**config.mk**
```make
export PLATFORM = sky130hd
export DESIGN_NAME = sync_fifo_prog
export DESIGN_NICKNAME = d
export VERILOG_FILES = /design/src/rtl/sync_fifo_prog.sv
export SDC_FILE = /design/constraint.sdc
export NUM_CORES = 1
export LEC_CHECK = 0
export BUFFER_PORTS_ARGS = -buffer_cell sky130_fd_sc_hd__buf_2
export CAP_MARGIN = 40
export CORE_UTILIZATION = 25
export DETAILED_ROUTE_END_ITERATION = 8
export GPL_TIMING_DRIVEN = 0
export SLEW_MARGIN = 20
export SYNTH_ARGS = -nofsm -noshare
export SYNTH_HDL_FRONTEND = slang
export SYNTH_SLANG_ARGS = --single-unit
```
**constraint.sdc**
```tcl
create_clock -name clk -period 6.1 [get_ports clk]
set_input_delay 1.22 -clock clk [delete_from_list [all_inputs] [get_ports clk]]
set_output_delay 1.22 -clock clk [all_outputs]
set_load 0.02 [all_outputs]
```
**src/rtl/sync_fifo_prog.sv**
```systemverilog
// sync_fifo_prog: synchronous FIFO with programmable almost-full/almost-empty thresholds
// Ports: clk, rst (sync, active-high); wr_en/wr_data write side; rd_en/rd_data/rd_valid read side;
//   af_thresh/ae_thresh runtime thresholds; count occupancy; full/empty/almost_full/almost_empty status;
//   overflow/underflow sticky error flags.
// Define SYNC_FIFO_FWFT_EN for first-word-fall-through reads; default is registered reads.
module sync_fifo_prog #(
  parameter int DEPTH = 6,
  parameter int WIDTH = 8,
  localparam int CNT_W = $clog2(DEPTH + 1)
) (
  input  logic             clk,
  input  logic             rst,
  input  logic             wr_en,
  input  logic [WIDTH-1:0] wr_data,
  input  logic             rd_en,
  output logic [WIDTH-1:0] rd_data,
  output logic             rd_valid,
  input  logic [CNT_W-1:0] af_thresh,
  input  logic [CNT_W-1:0] ae_thresh,
  output logic [CNT_W-1:0] count,
  output logic             full,
  output logic             empty,
  output logic             almost_full,
  output logic             almost_empty,
  output logic             overflow,
  output logic             underflow
);
  localparam int PTR_W = $clog2(DEPTH);
  logic [WIDTH-1:0] mem [DEPTH];
  logic [PTR_W-1:0] wr_ptr_q, wr_ptr_d, rd_ptr_q, rd_ptr_d;
  logic [CNT_W-1:0] count_q, count_d;
  logic             ovf_q, ovf_d, udf_q, udf_d;
  logic             wr_acc, rd_acc;
  // Explicit wrap so non-power-of-two depths never alias.
  function automatic logic [PTR_W-1:0] inc(input logic [PTR_W-1:0] p);
    return (p == PTR_W'(DEPTH - 1)) ? '0 : p + PTR_W'(1);
  endfunction
  assign count        = count_q;
  assign full         = count_q == CNT_W'(DEPTH);
  assign empty        = count_q == '0;
  assign almost_full  = count_q >= af_thresh;
  assign almost_empty = count_q <= ae_thresh;
  assign overflow     = ovf_q;
  assign underflow    = udf_q;
  always_comb begin
    wr_acc   = wr_en && !full;
    rd_acc   = rd_en && !empty;
    wr_ptr_d = wr_acc ? inc(wr_ptr_q) : wr_ptr_q;
    rd_ptr_d = rd_acc ? inc(rd_ptr_q) : rd_ptr_q;
    count_d  = (wr_acc && !rd_acc) ? count_q + CNT_W'(1) :
               (rd_acc && !wr_acc) ? count_q - CNT_W'(1) : count_q;
    ovf_d    = ovf_q || (wr_en && full);
    udf_d    = udf_q || (rd_en && empty);
  end
  always_ff @(posedge clk) begin
    if (rst) begin
      wr_ptr_q <= '0;
      rd_ptr_q <= '0;
      count_q  <= '0;
      ovf_q    <= 1'b0;
      udf_q    <= 1'b0;
    end else begin
      wr_ptr_q <= wr_ptr_d;
      rd_ptr_q <= rd_ptr_d;
      count_q  <= count_d;
      ovf_q    <= ovf_d;
      udf_q    <= udf_d;
    end
  end
  always_ff @(posedge clk) begin
    if (!rst && wr_acc) mem[wr_ptr_q] <= wr_data;
  end
`ifdef SYNC_FIFO_FWFT_EN
  assign rd_data  = mem[rd_ptr_q];
  assign rd_valid = !empty;
`else
  logic [WIDTH-1:0] rd_data_q, rd_data_d;
  logic             rd_valid_q, rd_valid_d;
  always_comb begin
    rd_data_d  = rd_acc ? mem[rd_ptr_q] : rd_data_q;
    rd_valid_d = rd_acc;
  end
  always_ff @(posedge clk) begin
    if (rst) begin
      rd_data_q  <= '0;
      rd_valid_q <= 1'b0;
    end else begin
      rd_data_q  <= rd_data_d;
      rd_valid_q <= rd_valid_d;
    end
  end
  assign rd_data  = rd_data_q;
  assign rd_valid = rd_valid_q;
`endif
endmodule

```
==> out/metrics.yaml <==
global_route:
  met2_usage: 0.177
  use_met1: 0.133
  grt_first_pass_wirelength_microns: 9230
  grt.busiest_layer: "met2"
  grt_usage: 0.112
  overflow: 0
  grt_use_met3: 0.0362
  antenna_found_initial: 0
  grt_max_degree: 13
  first_global_vias: 1749
floorplanning:
  core_area_sq_um: 10900
  die_h_microns: 108
  die_w_microns: 108
  dieArea_sq_um: 11800
  rows: 38
  start_util: 0.259
  ios: 36
yosys:
  synth_warnings: 0
  synth_top_area_cell: "edfxtp_1"
  synth.distinct_cells: 34
  synth_top_area_frac: 0.509
  synthTopCellsByArea: "edfxtp_1, dfxtp_1, mux2i_1, ha_1, a22o_1"
  synth_area_sq_um: 2830
  ys_seq_area_frac: 0.651
  synth_seq_cells: 68
  syn_nets: 231
  syn_inst: 205
  avgSynthCellArea_sq_um: 13.8
sta:
  finClkSkew_ns: 0.00609
  hold_viol_final: 0
  slew_viol_final: 0
  setup_tns_ns: 0
  slew_headroom: 0.458
  fmax_ghz: 0.289
  post-route-min-period_ns: 3.45
  finalCritPeriodShare: 0.566
  holdWs_ns: 0.462
  rsz0062_at_grt: "false"
  tightestPinTransition_ns: 0.812
  setup_viol: 0
placed_design:
  dpl.hpwl_microns: 4150
  place.gp.congestion: 0.711
  port_buffers: 35
power:
  p_per_area_nw_per_um2: 428
  power_leakage_nw: 1.31
  vdd_ir_drop_max_mv: 0.185
clock_network:
  clk_pin_slew_ns: 0.06
  clockBufferDepth: 2
  h-tree-depth: 3
  cts_root_buf: "clkbuf_16"
  cts.repair.resized: 0
  cts_sinks: 68
  cts_inserted_buffers: 9
  insertion_delay_ns: 0.33
  postCtsSetupBuffers: 0
  holdBufCountCts: 0
  cts_tree: "done"
cells_and_area:
  num-nets-final: 281
  diodes: 0
  drive_above_1_share: 0.250
  mostFrequentLayoutCells: "edfxtp_1, buf_2, dfxtp_1, mux2i_1"
  nFillCells: 1088
  final_common_cell: "edfxtp_1"
  area_growth_syn_to_layout_pct: 25.1
route:
  routed_wl_microns: 6070
  drcViolationCount: 0
  via_per_inst: 4.49
  dr.pass1.iters: 4
  drt_iter0_markers: 114
  dr_total_vias: 1796
  wl_per_cell_microns: 15.2
  ant_nets: 0
run_status:
  status: "complete, no violations"
worst_setup_path:
  arrival_ns: 2.23
  critPathRequiredTime_ns: 4.88
  endpoint_kind: "primary output"
  worstSetupPathType: "input pin to primary output"
  start_kind: "input pin"
  crit_fanout: 2
hold_path:
  hold_class: "flip-flop to flip-flop"
flow_run:
  cap_violations: 0
==> metal layers <==
| metal | wire length (microns) | vias up |
|---|---|---|
| li1 | - | 872 |
| met3 | 382 | 9 |
| met5 | 0 | - |
| met4 | 124 | 0 |
| met1 | 2620 | 858 |
| met2 | 2940 | 57 |
==> stage by stage <==
| step | setup WS (ns) | cell area (sq um) | power, mW | util | cells |
|---|---|---|---|---|---|
| 6_report | 2.65 | 3540 | 1.52 | 0.324 | 400 |
| 5_1_grt | 2.56 | 3540 | 1.60 | 0.324 | 400 |
| 4_1_cts | 2.63 | 3540 | 1.54 | 0.324 | 400 |
| 3_5_place_dp | 2.63 | 3220 | 0.993 | 0.295 | 384 |
| 3_3_place_gp | 2.10 | 3180 | 0.979 | 0.291 | 380 |
| 2_1_floorplan | 2.60 | 2830 | 0.860 | - | 205 |
==> cell type report <==
| class | instances | area [sq um] | share of cell area |
|---|---|---|---|
| buffer | 10 | 70.1 | 0.0198 |
| clock buffer | 9 | 225 | 0.0636 |
| clock inverter | 7 | 91.3 | 0.0258 |
| inverter | 10 | 37.5 | 0.0106 |
| multi-input combinational | 117 | 898 | 0.254 |
| sequential | 68 | 1840 | 0.520 |
| tap | 140 | 175 | 0.0495 |
| timing repair buffer | 39 | 200 | 0.0566 |
==> worst max-delay path, stage by stage <==
cell and delay [ns]:
buf_2 0.08, inv_1 0.03, ha_1 0.30, nor2b_1 0.14
o21a_1 0.15, o21ai_0 0.13, buf_2 0.18
==> power by group <==
part           switching, mW  internal [mW]  total, mW
combinational          0.234          0.161      0.395
sequential            0.0428          0.538      0.581
clock                  0.185          0.355      0.540
total                  0.462           1.05       1.52
==> registers in the layout (all words and copies together), names as in the netlist <==
| register | count |
|---|---|
| count | 3 |
| rd_valid | 1 |
| underflow | 1 |
| overflow | 1 |
| rd_ptr_q | 3 |
| mem | 48 |
| wr_ptr_q | 3 |
| rd_data | 8 |
==> Yosys cell counts <==
cell,instances
o32ai_1,8
nand3_2,1
o31ai_1,1
or3b_1,1
a211oi_1,8
xor2_1,3
nor4_1,2
or3_1,3
mux2i_1,18
buf_1,2
fa_1,1
or3b_2,1
mux2_1,1
o311ai_2,1
nand2b_1,3
buf_6,4
nor3_1,3
clkbuf_1,2
nor2_1,8
nor2b_1,11
a21o_1,3
inv_1,10
buf_2,2
a22o_1,8
nand2_1,11
a21oi_1,6
o21ai_0,2
o21a_1,1
or2_0,1
ha_1,7
nand3b_1,1
dfxtp_1,20
edfxtp_1,48
nand3_1,3
==> cell families after synthesis <==
family,count (synthesis),share of synthesized area
mux,19,0.0676
simple gates,49,0.0924
buf+inv,20,0.0380
compound gates,38,0.104
xor+xnor,3,0.00929
fa+ha+maj,8,0.0380
flops,68,0.651
==> path summary, 6_finish.rpt <==
path	to	depth (start not counted)	slack [ns]	start
worst max-delay path	almost_empty	7	2.65	ae_thresh[1]
worst min-delay path	underflow$_SDFF_PP0_	2	0.46	underflow$_SDFF_PP0_
worst max register to register	count[2]$_SDFFE_PP0P_	8	3.75	count[2]$_SDFFE_PP0P_
worst min register to register	underflow$_SDFF_PP0_	2	0.46	underflow$_SDFF_PP0_
Power figures use the tool's default switching activity.
